`config.mk`:
```
export PLATFORM = sky130hd
export DESIGN_NAME = tx_scrambler_64b66b_flat
export DESIGN_NICKNAME = d
export VERILOG_FILES = /design/src/rtl/tx_scrambler_64b66b_if.sv /design/src/rtl/tx_scrambler_64b66b.sv /design/src/flat_wrapper.sv
export SDC_FILE = /design/constraint.sdc
export NUM_CORES = 1
export LEC_CHECK = 0
export CORE_MARGIN = 2
export CORE_UTILIZATION = 50
export DETAILED_ROUTE_END_ITERATION = 8
export GPL_TIMING_DRIVEN = 1
export PLACE_DENSITY = 0.85
export SLEW_MARGIN = 10
export SYNTH_ARGS = -nofsm -noshare
export SYNTH_HDL_FRONTEND = slang
export SYNTH_SLANG_ARGS = --single-unit
```
`constraint.sdc`:
```
create_clock -name i_clk -period 2 [get_ports i_clk]
set_input_delay 0.4 -clock i_clk [delete_from_list [all_inputs] [get_ports i_clk]]
set_output_delay 0.4 -clock i_clk [all_outputs]
set_load 0.02 [all_outputs]
```
`src/rtl/tx_scrambler_64b66b_if.sv`:
```
// Encoder/gearbox-side bus of the 64b/66b TX scrambler.
// The master drives the payload and pause and consumes the scrambled output.
// The slave is the scrambler itself.
interface tx_scrambler_64b66b_if #(
  parameter int DATA_WIDTH = 32
);
  logic [DATA_WIDTH-1:0] i_data;
  logic                  i_data_valid;
  logic [1:0]            i_hdr;
  logic                  i_gearbox_pause;
  logic [DATA_WIDTH-1:0] o_data;
  logic                  o_data_valid;
  logic [1:0]            o_hdr;
  logic                  o_encoder_pause;
  logic                  o_hdr_err;

  modport master (
    output i_data, i_data_valid, i_hdr, i_gearbox_pause,
    input  o_data, o_data_valid, o_hdr, o_encoder_pause, o_hdr_err
  );

  modport slave (
    input  i_data, i_data_valid, i_hdr, i_gearbox_pause,
    output o_data, o_data_valid, o_hdr, o_encoder_pause, o_hdr_err
  );
endinterface

```
`src/rtl/tx_scrambler_64b66b.sv`:
```
// 10GBASE-R TX self-synchronizing scrambler, G(x) = 1 + x^39 + x^58, 32-bit half-blocks.
// Latency: 1 cycle from an accepted word to o_data/o_hdr/o_data_valid.
// Backpressure: gearbox pause is passed straight to the encoder; during pause all state and outputs hold.
module tx_scrambler_64b66b #(
  parameter int          DATA_WIDTH = 32,
  parameter logic [57:0] LFSR_SEED  = 58'h3FF_FFFF_FFFF_FFFF,
  parameter bit          BYPASS     = 1'b0
) (
  input  logic                    i_clk,
  input  logic                    i_reset,
  tx_scrambler_64b66b_if.slave    bus
);

  // Which half of the 66-bit block the next accepted word belongs to.
  typedef enum logic {
    HALF_FIRST  = 1'b0,
    HALF_SECOND = 1'b1
  } half_e;

  // History of scrambled bits: lfsr_q[k-1] is the bit transmitted k bits ago.
  logic [57:0]           lfsr_q, lfsr_d;
  half_e                 half_q, half_d;
  logic [DATA_WIDTH-1:0] data_q, data_d;
  logic [1:0]            hdr_q, hdr_d;
  logic                  vld_q, vld_d;
  logic                  err_q, err_d;

  logic [DATA_WIDTH-1:0] scr_w;
  logic [DATA_WIDTH-1:0] out_w;
  logic                  accept_w;

  assign accept_w = bus.i_data_valid & ~bus.i_gearbox_pause;

  // Unrolled scrambler: with 32-bit words both taps (ages 39..8 and 58..27) always
  // fall in the previous-word history, so no intra-word chaining is needed.
  always_comb begin
    scr_w = '0;
    for (int i = 0; i < DATA_WIDTH; i++) begin
      scr_w[i] = bus.i_data[i] ^ lfsr_q[38-i] ^ lfsr_q[57-i];
    end
    out_w = BYPASS ? bus.i_data : scr_w;
  end

  // Next-state: pause freezes everything, accept advances, idle only drops valid.
  always_comb begin
    lfsr_d = lfsr_q;
    half_d = half_q;
    data_d = data_q;
    hdr_d  = hdr_q;
    vld_d  = vld_q;
    err_d  = 1'b0;
    if (bus.i_gearbox_pause) begin
      // hold: the gearbox counter must not see any change
    end else if (accept_w) begin
      // bit 0 goes out first, so bit 31 ends up as the most recent history bit
      lfsr_d[57:32] = lfsr_q[25:0];
      for (int i = 0; i < DATA_WIDTH; i++) begin
        lfsr_d[31-i] = out_w[i];
      end
      data_d = out_w;
      vld_d  = 1'b1;
      if (half_q == HALF_FIRST) begin
        hdr_d  = bus.i_hdr;
        err_d  = (bus.i_hdr == 2'b00) || (bus.i_hdr == 2'b11);
        half_d = HALF_SECOND;
      end else begin
        hdr_d  = 2'b00;
        half_d = HALF_FIRST;
      end
    end else begin
      vld_d = 1'b0;
    end
  end

  // State and output registers with synchronous reset.
  always_ff @(posedge i_clk) begin
    if (i_reset) begin
      lfsr_q <= LFSR_SEED;
      half_q <= HALF_FIRST;
      data_q <= '0;
      hdr_q  <= 2'b00;
      vld_q  <= 1'b0;
      err_q  <= 1'b0;
    end else begin
      lfsr_q <= lfsr_d;
      half_q <= half_d;
      data_q <= data_d;
      hdr_q  <= hdr_d;
      vld_q  <= vld_d;
      err_q  <= err_d;
    end
  end

  assign bus.o_data          = data_q;
  assign bus.o_hdr           = hdr_q;
  assign bus.o_data_valid    = vld_q;
  assign bus.o_hdr_err       = err_q;
  assign bus.o_encoder_pause = bus.i_gearbox_pause;

endmodule

```
`src/flat_wrapper.sv`:
```
// flat-port wrapper written by rule: the top's interface ports become plain ports
module tx_scrambler_64b66b_flat 
#(
  parameter int          DATA_WIDTH = 32,
  parameter logic [57:0] LFSR_SEED  = 58'h3FF_FFFF_FFFF_FFFF,
  parameter bit          BYPASS     = 1'b0
)
  (i_clk, i_reset, bus_i_data, bus_i_data_valid, bus_i_hdr, bus_i_gearbox_pause, bus_o_data, bus_o_data_valid, bus_o_hdr, bus_o_encoder_pause, bus_o_hdr_err);
  tx_scrambler_64b66b_if #(.DATA_WIDTH(DATA_WIDTH)) bus_i ();
  input  logic i_clk;
  input  logic i_reset;
  input wire logic [$bits(bus_i.i_data)-1:0] bus_i_data;
  input wire logic [$bits(bus_i.i_data_valid)-1:0] bus_i_data_valid;
  input wire logic [$bits(bus_i.i_hdr)-1:0] bus_i_hdr;
  input wire logic [$bits(bus_i.i_gearbox_pause)-1:0] bus_i_gearbox_pause;
  output wire logic [$bits(bus_i.o_data)-1:0] bus_o_data;
  output wire logic [$bits(bus_i.o_data_valid)-1:0] bus_o_data_valid;
  output wire logic [$bits(bus_i.o_hdr)-1:0] bus_o_hdr;
  output wire logic [$bits(bus_i.o_encoder_pause)-1:0] bus_o_encoder_pause;
  output wire logic [$bits(bus_i.o_hdr_err)-1:0] bus_o_hdr_err;
  assign bus_i.i_data = bus_i_data;
  assign bus_i.i_data_valid = bus_i_data_valid;
  assign bus_i.i_hdr = bus_i_hdr;
  assign bus_i.i_gearbox_pause = bus_i_gearbox_pause;
  assign bus_o_data = bus_i.o_data;
  assign bus_o_data_valid = bus_i.o_data_valid;
  assign bus_o_hdr = bus_i.o_hdr;
  assign bus_o_encoder_pause = bus_i.o_encoder_pause;
  assign bus_o_hdr_err = bus_i.o_hdr_err;
  tx_scrambler_64b66b #(.DATA_WIDTH(DATA_WIDTH), .LFSR_SEED(LFSR_SEED), .BYPASS(BYPASS)) u_core (.i_clk(i_clk), .i_reset(i_reset), .bus(bus_i));
endmodule
```
==> flow_summary.yaml <==
status:
  run_status: "finished, final reports clean"
cells_and_area:
  finalCoreUtilization_pct: 64.70
  num-nets-final: 506
  ff_latch_area_sq_um: 1902
  layout_commonest_cell: "nand2_1"
  diodes: 0
  layout.cell_area.non_filler_sq_um: 5000
  n_fill_cell: 645
  synthToLayoutAreaGrowth_pct: 25.62
  drive_gt1_share_pct: 4.863
  area_of_combinational_cells_with_multiple_inputs_sq_um: 1923
  most-common-layout-cells: "nand2_1 (151), dfxtp_1 (95), clkdlybuf4s50_1 (73), a21oi_1 (67), xor3_1 (32)"
placement:
  io_buffer_count: 74
  total_cell_area_at_the_placement_stage_sq_um: 4768
  globalplace.congestion: 0.7705
  detailedPlacementHpwl_um: 5139
global_routing:
  via_count_of_the_first_global_routing_pass: 2814
  grt_overflow_total: 0
  antenna_found_initial: 0
  grt.total_usage_pct: 18.96
  grt_start_max_net_pins: 86
  wire_length_of_the_first_global_routing_pass_um: 13000
power_and_ir_drop:
  leakage_nw: 2.257
  max-vdd-ir-drop_mv: 0.3991
  powerDensity_nw_per_um2: 855.6
  fin_total_pwr_w: 0.004278
sta:
  fin_setup_tns_ps: 0
  max_freq_mhz: 517.2
  final.min_clock_period_ps: 1933
  final_min_period_over_clock_period_pct: 96.67
  grt_setup_unrepaired: "false"
  report.final.setup_viol: 0
  skew_ps: 5.988
  worst_slew_pin_slew_ps: 324.3
  timing.hold.ws_ps: 377.0
  hold_viol_final: 0
  finalMaxSlewViolations: 0
  max-slew-margin-rel_pct: 78.38
clock_tree:
  clock_latency_late_sink_ps: 340
  tritoncts_buffer_count: 9
  clock_tree.root_cell: "clkbuf_8"
  clock-sinks: 95
  h-tree-depth: 3
  clkTransAtPathRegs_ps: 90
  clock_tree.buffer_depth: 2
  cts_tree: "built"
  cts.repair.resized: 0
  post_cts.repair.setup_buffers: 0
  ctsHoldBuffers: 0
setup_path:
  worstSetupStartpoint: "bus_i_gearbox_pause"
  cp.required_ps: 1600
  critical_path_at_ps: 1530
  worstSetupPathType: "primary input to output port"
  path_common_cell: "clkdlybuf4s50_1"
  crit_path_start_kind: "primary input"
  timing.critical_path.slowest_cell_delay_ps: 620
  critical_path_peak_fanout: 4
  regToRegStartpoint: "u_core.lfsr_q[33]"
  max_stage_delay_cell_worst_path: "clkdlybuf4s50_1"
  crit_path_end_kind: "output port"
  worstPathCellList: "clkdlybuf4s50_1 > clkdlybuf4s50_1"
  cp.buffers_inverters: 2
  critical_path.top_delay_family: "buffers and inverters"
die:
  fp.coreArea_sq_um: 7727
  die_w_um: 93.22
  floorplan.rows: 32
  count_of_pins_on_the_block_boundary: 75
  initial_utilization_pct: 51.51
  die-area_sq_um: 8690
  die_y_um: 93.22
synth:
  syn_avg_cell_area_sq_um: 9.779
  syn-instance-count: 407
  synth_largest_area_cell: "dfxtp_1"
  ys_warn_count: 0
  fraction_of_post_synthesis_cell_area_in_the_top_cell_type_by_area_pct: 47.78
  postSynthRegisterBits: 95
  synth_fp_nets: 445
  synth.area.top_cells: "dfxtp_1 (48%), xor3_1 (19%), nand2_1 (14%)"
  mappedNetlistArea_sq_um: 3980
  synth.lib_cells_used.distinct: 16
  seq_area_frac_synth_pct: 47.78
routing:
  detail-route-antenna-nets: 0
  initialDrtViolationCount: 132
  met3_wirelength_um: 380
  routed_wire_length_per_instance_um: 13.35
  met1_length_um: 3615
  drc_violation_count_after_routing: 0
  firstDrtPassIters: 4
  route.met2.wl_um: 3625
  vias: 2925
  routed_wirelength_um: 7678
  topRoutingLayerUsed: "met4"
  post_drt_via_cell_ratio: 5.087
min_path:
  timing.hold.worst.class: "primary input to register"
  min-delay-start: "i_reset"
run:
  number_of_maximum_capacitance_constraint_violations: 0
where the power goes:
group,internal (W),leakage (nW),switching [W],total (W)
clock network,0.000770,0.112,0.000633,0.00140
logic,0.000450,1.36,0.000300,0.000749
registers,0.00203,0.783,0.0000990,0.00213
path summary, 6_finish.rpt:
check                           slack [ps]                    end  cells after the start
worst max register to register         850   u_core.bus.o_data[5]                      3
worst min register to register         460   u_core.bus.o_data[0]                      2
worst max-delay path                    70    bus_o_encoder_pause                      2
worst min-delay path                   380  u_core.bus.o_data[27]                      2
cells by family after synthesis:
family          share of synthesized area, %
xor+xnor                               19.55
simple gates                           20.31
buf+inv                                3.930
compound gates                         8.425
flops                                  47.78
per-stage QoR:
step | instances | setup WS, ps
floorplan | 407 | 861.8
global placement | 559 | 78.25
detailed placement | 559 | 70.49
CTS | 575 | 60.57
global route | 575 | 40.69
finish | 575 | 66.69
flip-flops by register name, indices dropped and copies added, names as in the netlist:
signal                   cells
u_core.bus.o_data           32
u_core.bus.o_hdr             2
u_core.half_q                1
u_core.bus.o_data_valid      1
u_core.bus.o_hdr_err         1
u_core.lfsr_q               58
synth_stat cells (all sizes together):
cell type / n
nand2: 151
xor3: 32
buf: 17
and2b: 1
xnor2: 1
clkbuf: 11
nand2b: 1
a21oi: 67
nor2: 1
dfxtp: 95
xor2: 1
nand3b: 28
nor4: 1
cell type report:
class,count,area share (%)
multi-input cells,284,38.46
clock inverters,5,1.602
flip-flops and latches,95,38.04
well taps,102,2.553
repair buffers,78,16.32
clock buffers,11,3.028
layer usage:
metal / track usage [%] / vias to the layer above
li1: - / 1463
met1: 26.22 / 1379
met2: 29.56 / 77
met3: 4.432 / 6
met4: 6.127 / 0
met5: 0 / -
Note: power is estimated with default switching activity, not from simulation.
